### config.mk
export PLATFORM = sky130hd
export DESIGN_NAME = uart_tx_drain
export DESIGN_NICKNAME = d
export VERILOG_FILES = /design/src/rtl/uart_tx_drain.sv
export SDC_FILE = /design/constraint.sdc
export NUM_CORES = 1
export LEC_CHECK = 0
export ABC_AREA = 1
export ABC_CLOCK_PERIOD_IN_PS = 2200
export CAP_MARGIN = 25
export CELL_PAD_IN_SITES_DETAIL_PLACEMENT = 1
export CELL_PAD_IN_SITES_GLOBAL_PLACEMENT = 2
export CORE_MARGIN = 10
export CORE_UTILIZATION = 30
export CTS_BUF_LIST = sky130_fd_sc_hd__clkbuf_2 sky130_fd_sc_hd__clkbuf_4 sky130_fd_sc_hd__clkbuf_8
export CTS_CLUSTER_SIZE = 24
export DETAILED_ROUTE_END_ITERATION = 6
export GPL_TIMING_DRIVEN = 0
export HOLD_SLACK_MARGIN = 0.1
export PLACE_DENSITY_LB_ADDON = 0.1
export SYNTH_ARGS = -nofsm -noshare
export SYNTH_HDL_FRONTEND = slang
export SYNTH_SLANG_ARGS = --single-unit
### constraint.sdc
create_clock -name clk -period 2.2 [get_ports clk]
set_input_delay 0.66 -clock clk [delete_from_list [all_inputs] [get_ports clk]]
set_output_delay 0.66 -clock clk [all_outputs]
set_load 0.05 [all_outputs]
### src/rtl/uart_tx_drain.sv
// uart_tx_drain: pulls bytes from the TX BRAM FIFO and shifts them out as 8N1
// UART frames on txd. Owns the FIFO read side. One wait cycle (FETCH) covers
// the BRAM read latency. fifo_empty is only looked at in IDLE, so the one-cycle
// lag of the FIFO empty flag can never cause a pop of an empty FIFO.
module uart_tx_drain #(
    parameter int CLK_PER_BIT = 868,
    parameter int DATAW       = 8,
    parameter int CNTW        = $clog2(CLK_PER_BIT)
) (
    input  logic             clk,
    input  logic             rstn,
    input  logic             tx_en,
    input  logic             fifo_empty,
    input  logic [DATAW-1:0] fifo_data,
    output logic             fifo_rd_en,
    output logic             txd,
    output logic             busy
);

    typedef enum logic [2:0] {
        S_IDLE,
        S_FETCH,
        S_LOAD,
        S_START,
        S_DATA,
        S_STOP
    } state_t;

    localparam logic [CNTW-1:0] CNT_LAST = CNTW'(CLK_PER_BIT - 1);

    state_t          state_q, state_d;
    logic [CNTW-1:0] cnt_q,   cnt_d;
    logic [2:0]      bit_q,   bit_d;
    logic [7:0]      shreg_q, shreg_d;
    logic            txd_q,   txd_d;
    logic            bit_end;

    // Last clock of the current bit period (START, DATA and STOP only).
    assign bit_end = (cnt_q == CNT_LAST);

    // Next-state, baud counting, shifting and the next line level.
    // txd_d is the level the line takes on the edge that enters the next
    // state/bit, so txd itself is a clean flop output.
    always_comb begin
        state_d    = state_q;
        cnt_d      = cnt_q;
        bit_d      = bit_q;
        shreg_d    = shreg_q;
        txd_d      = txd_q;
        fifo_rd_en = 1'b0;

        case (state_q)
            S_IDLE: begin
                txd_d = 1'b1;
                if (tx_en && !fifo_empty) begin
                    state_d = S_FETCH;
                end
            end

            // fifo_data needs one cycle to reflect the current head.
            S_FETCH: begin
                txd_d   = 1'b1;
                state_d = S_LOAD;
            end

            // Capture the head and pop it in the same cycle.
            S_LOAD: begin
                shreg_d    = fifo_data[7:0];
                fifo_rd_en = 1'b1;
                cnt_d      = '0;
                txd_d      = 1'b0;
                state_d    = S_START;
            end

            S_START: begin
                if (bit_end) begin
                    cnt_d   = '0;
                    bit_d   = 3'd0;
                    txd_d   = shreg_q[0];
                    state_d = S_DATA;
                end else begin
                    cnt_d = cnt_q + CNTW'(1);
                end
            end

            // LSB first; the shift register drops one bit per bit boundary.
            S_DATA: begin
                if (bit_end) begin
                    cnt_d   = '0;
                    shreg_d = {1'b0, shreg_q[7:1]};
                    if (bit_q == 3'd7) begin
                        txd_d   = 1'b1;
                        state_d = S_STOP;
                    end else begin
                        bit_d = bit_q + 3'd1;
                        txd_d = shreg_q[1];
                    end
                end else begin
                    cnt_d = cnt_q + CNTW'(1);
                end
            end

            S_STOP: begin
                if (bit_end) begin
                    cnt_d   = '0;
                    txd_d   = 1'b1;
                    state_d = S_IDLE;
                end else begin
                    cnt_d = cnt_q + CNTW'(1);
                end
            end

            default: begin
                cnt_d   = '0;
                txd_d   = 1'b1;
                state_d = S_IDLE;
            end
        endcase
    end

    // State and datapath registers; reset aborts any frame and idles the line.
    always_ff @(posedge clk or negedge rstn) begin
        if (!rstn) begin
            state_q <= S_IDLE;
            cnt_q   <= '0;
            bit_q   <= 3'd0;
            shreg_q <= 8'h00;
            txd_q   <= 1'b1;
        end else begin
            state_q <= state_d;
            cnt_q   <= cnt_d;
            bit_q   <= bit_d;
            shreg_q <= shreg_d;
            txd_q   <= txd_d;
        end
    end

    assign txd  = txd_q;
    assign busy = (state_q != S_IDLE);

endmodule

## Word level (Yosys, flattened, before mapping)

Index checks and enable logic that the tools add are counted.
Widths: inputs -> output; s select.

- Multiplexer cells: 19
- Add/subtract/negate cells: 2
- Eq/ne operators: 13
- Reduce and logical (&&, ||, !) cells: 12

Operators by type and width:

| cell | count |
|---|---|
| $mux 3 | 7 |
| $pmux 10 s2 | 1 |
| $pmux 3 s6 | 1 |
| $pmux 8 s2 | 1 |
| $ne 2x2->1 const B | 6 |
| $add 10x1->10 const B | 1 |
| $eq 10x10->1 const B | 1 |
| $mux 10 | 1 |
| $eq 3x3->1 const B | 3 |
| $mux 8 | 1 |
| $eq 3x2->1 const B | 2 |
| $pmux 3 s2 | 1 |
| $mux 1 | 5 |
| $reduce_and 5->1 | 1 |
| $pmux 1 s4 | 1 |
| $reduce_and 4->1 | 1 |
| $reduce_bool 2->1 | 2 |
| $add 3x1->3 const B | 1 |
| $eq 3x1->1 const B | 1 |
| $logic_not 3->1 | 1 |
| $reduce_and 3->1 | 1 |
| $reduce_bool 3->1 | 1 |
| $reduce_or 3->1 | 1 |
| $reduce_and 2->1 | 1 |
| other kinds (3) | 3 |

- Flip-flop bits (word level): 25
- Bits of input ports: 12
- Logic and storage cells: 51
- Output and inout port bits: 3

## Depth between registers and ports, before layout

- Word-level depth: 4
- Depth in mapped cells: 9
- Gate-level depth less buffers: 9

## Worst setup path before layout

OpenSTA, ideal clock, no wires.

- Path type: register to output
- From: register state_q[2]
- To: output fifo_rd_en
- Cell stages (with the launch flop): 5
- Data arrival time: 1.097 ns
- Setup slack: 0.443 ns
- Buffers on the path: 1
- Path through: dfrtp_1 inv_2 nand3_1 clkbuf_8 inv_1

- Longest elaborated chain between the ends: 2

RTL lines:

| what | line | text |
|---|---|---|
| start, declared | 31 | `state_t state_q, state_d;` |
| start signal, assigned | 130 | `state_q <= state_d;` |
| $eq 3x2->1 | 52 | `case (state_q)` |
| $mux 1 | 52 |  |
| end, declared | 15 | `output logic fifo_rd_en,` |

Every way passes these cells.

## Worst setup path after layout

Ends and elaborated chain as after synthesis.

==> run_results.csv <==
group,metric,value,unit
worst_setup_path,crit_slowest_cell,"dfrtp_2",
clock_tree,root_buffer,"clkbuf_8",
timing,finalSetupViolCount,0,
pwr,clkPwrFrac,0.145,
timing,post-route-period-util,0.949,
logic_synthesis,synth_largest_area_cell,"dfrtp_1",
place,place.gp.congestion,0.791,
worst_setup_path,crit_chain,"inv_2 -> nand3_1 -> clkbuf_8 -> inv_1 -> clkbuf_4",
logic_synthesis,syn_area_per_cell,7.23,sq um
cells_and_area,final_area,0.00182,sq mm
floorplan,die_h,91.3,um
pwr,p_comb_frac,0.482,
place,numPortBuffers,14,
timing,clock.fmax,479,MHz
pwr,power.switching,0.894,mW
pwr,sw_frac_of_total,0.460,
worst_setup_path,criticalPathCategory,"reg -> out",
global_routing,overflow,0,
logic_synthesis,syn_nets,226,
pwr,ir_drop,0.541,mV
floorplan,core-area,0.00482,sq mm
worst_setup_path,crit_arrival,1.43,ns
worst_setup_path,path_max_fanout,10,
timing,drv_slew,0,
pwr,total_power,1.94,mW
route,first_pass_iters,3,
place,post-dp-hpwl,3260,um
logic_synthesis,synthArstFlopShare,1.00,
timing,rsz0062_at_grt,"false",
clock_tree,cts_tree,"yes",
min_path,holdCritPathClass,"reg -> reg",
clock_tree,cts_sinks,25,
floorplan,die_area,0.00834,sq mm
route,wl_per_cell,13.6,um
clock_tree,path_clk_slew,0.09,ns
global_routing,antenna_found_initial,0,
clock_tree,cts_buffers,3,
worst_setup_path,cp_slowest_stage_delay,0.47,ns
clock_tree,clk_path_buf_depth,2,
pwr,power.internal,1.05,mW
global_routing,grt_max_degree,17,
logic_synthesis,synth_top_area_share,0.393,
logic_synthesis,synth_area,0.00153,sq mm
logic_synthesis,ys_seq_area_frac,0.411,
timing,slew_headroom,0.619,
route,via_count,1400,
run_status,status,"completed",
logic_synthesis,synth_seq_cells,25,
timing,final.min_clock_period,2.09,ns
global_routing,grtUsageTotal,0.102,
clock_tree,cts_htree_levels,1,
route,drc,0,
floorplan,die_w,91.3,um
place,postPlaceCellArea,0.00178,sq mm
timing,hold_viol,0,
route,wirelength,4030,um
cells_and_area,final_nets,246,
logic_synthesis,synth_area_leaders,"dfrtp_1 (39%), nand2_1 (22%), nand3_1 (7.2%)",
cells_and_area,drive_above_1_share,0.117,
logic_synthesis,synth_top_flop_cell,"dfrtp_1",
route,vias_per_cell,4.71,
worst_setup_path,cp-start-kind,"register",
pwr,power.density,1070,mW/mm^2
worst_setup_path,endpoint_kind,"output port",
cells_and_area,diodes,0,
clock_tree,insertion_delay,0.28,ns
floorplan,pin_count,15,
global_routing,grt_first_pass_wirelength,7090,um
floorplan,initial_core_util,0.317,
worst_setup_path,required,1.54,ns
logic_synthesis,syn_inst,211,
clock_tree,cts_setup_buffers,0,
pwr,power.leakage,0.925,nW
route,drt-initial-drc-count,41,
timing,worst_pin_slew,0.570,ns
pwr,power_frac_seq,0.373,
global_routing,grt_pass1_vias,1519,
logic_synthesis,yosys_warnings,0,
floorplan,num_rows,25,
route,ant_nets,0,
flow_run,drv_cap,0,
logic_synthesis,synth-edff-count,0,
timing,clock_skew,0.00301,ns
logic_synthesis,ys_types,27,
cells_and_area,area_delta_synth_final,19.0,%
## metrics by stage
stage / hold slack (ns) / std cells / setup slack [ns] / utilization / TNS (ns)
2_1_floorplan: 0.364 / 211 / 0.443 / - / 0
3_3_place_gp: 0.453 / 292 / -0.197 / 0.363 / -0.197
3_5_place_dp: 0.471 / 293 / -0.202 / 0.369 / -0.202
4_1_cts: 0.484 / 297 / 0.0328 / 0.377 / 0
5_1_grt: 0.494 / 297 / 0.00494 / 0.377 / 0
6_report: 0.476 / 297 / 0.111 / 0.377 / 0
## flip-flops by register name (all words and copies together), names as in the netlist
register	count
bit_q	3
cnt_q	10
shreg_q	8
state_q	3
txd	1
## cells in the mapped netlist (3+ instances only)
master	instances
nor2_1	11
nand2_2	3
dfrtp_1	24
a21oi_1	3
inv_1	19
inv_2	3
nand3_1	22
nand4_1	5
nand2_1	88
ha_1	3
o21ai_0	8
nor2_2	3
## power by group through the flow
stage	registers (mW)	clock network (mW)	logic (mW)
2_1_floorplan	0.739	0	0.663
3_3_place_gp	0.728	0	0.928
3_5_place_dp	0.735	0	0.973
4_1_cts	0.726	0.301	0.956
5_1_grt	0.750	0.318	1.07
6_report	0.725	0.283	0.937
## cell type report
cell class | count | area [sq um]
Fill cell | 633 | 3000
Clock buffer | 3 | 41.3
Sequential cell | 25 | 628
Inverter | 23 | 87.6
Timing Repair Buffer | 15 | 159
Multi-Input combinational cell | 160 | 776
Clock inverter | 1 | 5.00
Tap cell | 67 | 83.8
Buffer | 3 | 36.3
## layout by cell type, fill, tap and decap left out
| master | instances |
|---|---|
| xor2_1 | 1 |
| ha_1 | 3 |
| nand3_4 | 1 |
| dlygate4sd2_1 | 1 |
| xnor2_1 | 1 |
| mux2i_1 | 1 |
| a21oi_1 | 3 |
| dfrtp_1 | 23 |
| buf_6 | 2 |
| nor3_1 | 2 |
| clkbuf_4 | 1 |
| clkinv_2 | 2 |
| nand3_2 | 2 |
| o21ai_0 | 8 |
| nand2_4 | 1 |
| nand3b_1 | 2 |
| nor2_1 | 11 |
| nand2_2 | 3 |
| dfstp_2 | 1 |
| o21ai_1 | 1 |
| clkbuf_2 | 1 |
| nor2_2 | 3 |
| clkdlybuf4s50_1 | 11 |
| nand2_1 | 88 |
| buf_16 | 1 |
| nand3_1 | 22 |
| o21bai_4 | 1 |
| dfrtp_2 | 1 |
| a21boi_1 | 1 |
| inv_1 | 19 |
| nand4_1 | 5 |
| inv_2 | 3 |
| clkbuf_8 | 4 |
## path summary, 6_finish.rpt
check,startpoint,to,slack [ns],cells after the start
min in group asynchronous,rstn,state_q[0],0.74,1
max in group asynchronous,rstn,txd,0.89,2
worst min-delay path,txd,txd,0.48,2
worst max register to register,bit_q[0],bit_q[1],0.73,8
worst min register to register,txd,txd,0.48,2
worst max-delay path,state_q[2],fifo_rd_en,0.11,5
## cells by family after synthesis
logic type / after synthesis / synth area share
muxes: 1 / 0.00656
adders and majority gates: 3 / 0.0246
buffers and inverters: 26 / 0.0811
xor gates and xnor gates: 2 / 0.0115
and+or+nand+nor: 140 / 0.409
DFF: 25 / 0.411
AOI/OAI and AO/OA: 14 / 0.0566
## timing repair
item / in CTS / in global routing
pin swaps: 0 / 0
setup endpoints to repair: 3 / 2
hold buffers: 0 / 0
gates resized for setup: 7 / 4
cloned: 0 / 0
## critical path, delay by kind of cell, from the launching register on
family / cells / cell delay (ns)
buf+inv: 4 / 0.59
flops: 1 / 0.47
simple gates: 1 / 0.09
## metal layers
metal  track usage  part of all wire
met1         0.122              0.49
met3        0.0222             0.027
met2         0.174              0.47
met5             0                 0
met4        0.0392             0.014
No activity file was read; power rests on OpenSTA's default activity.
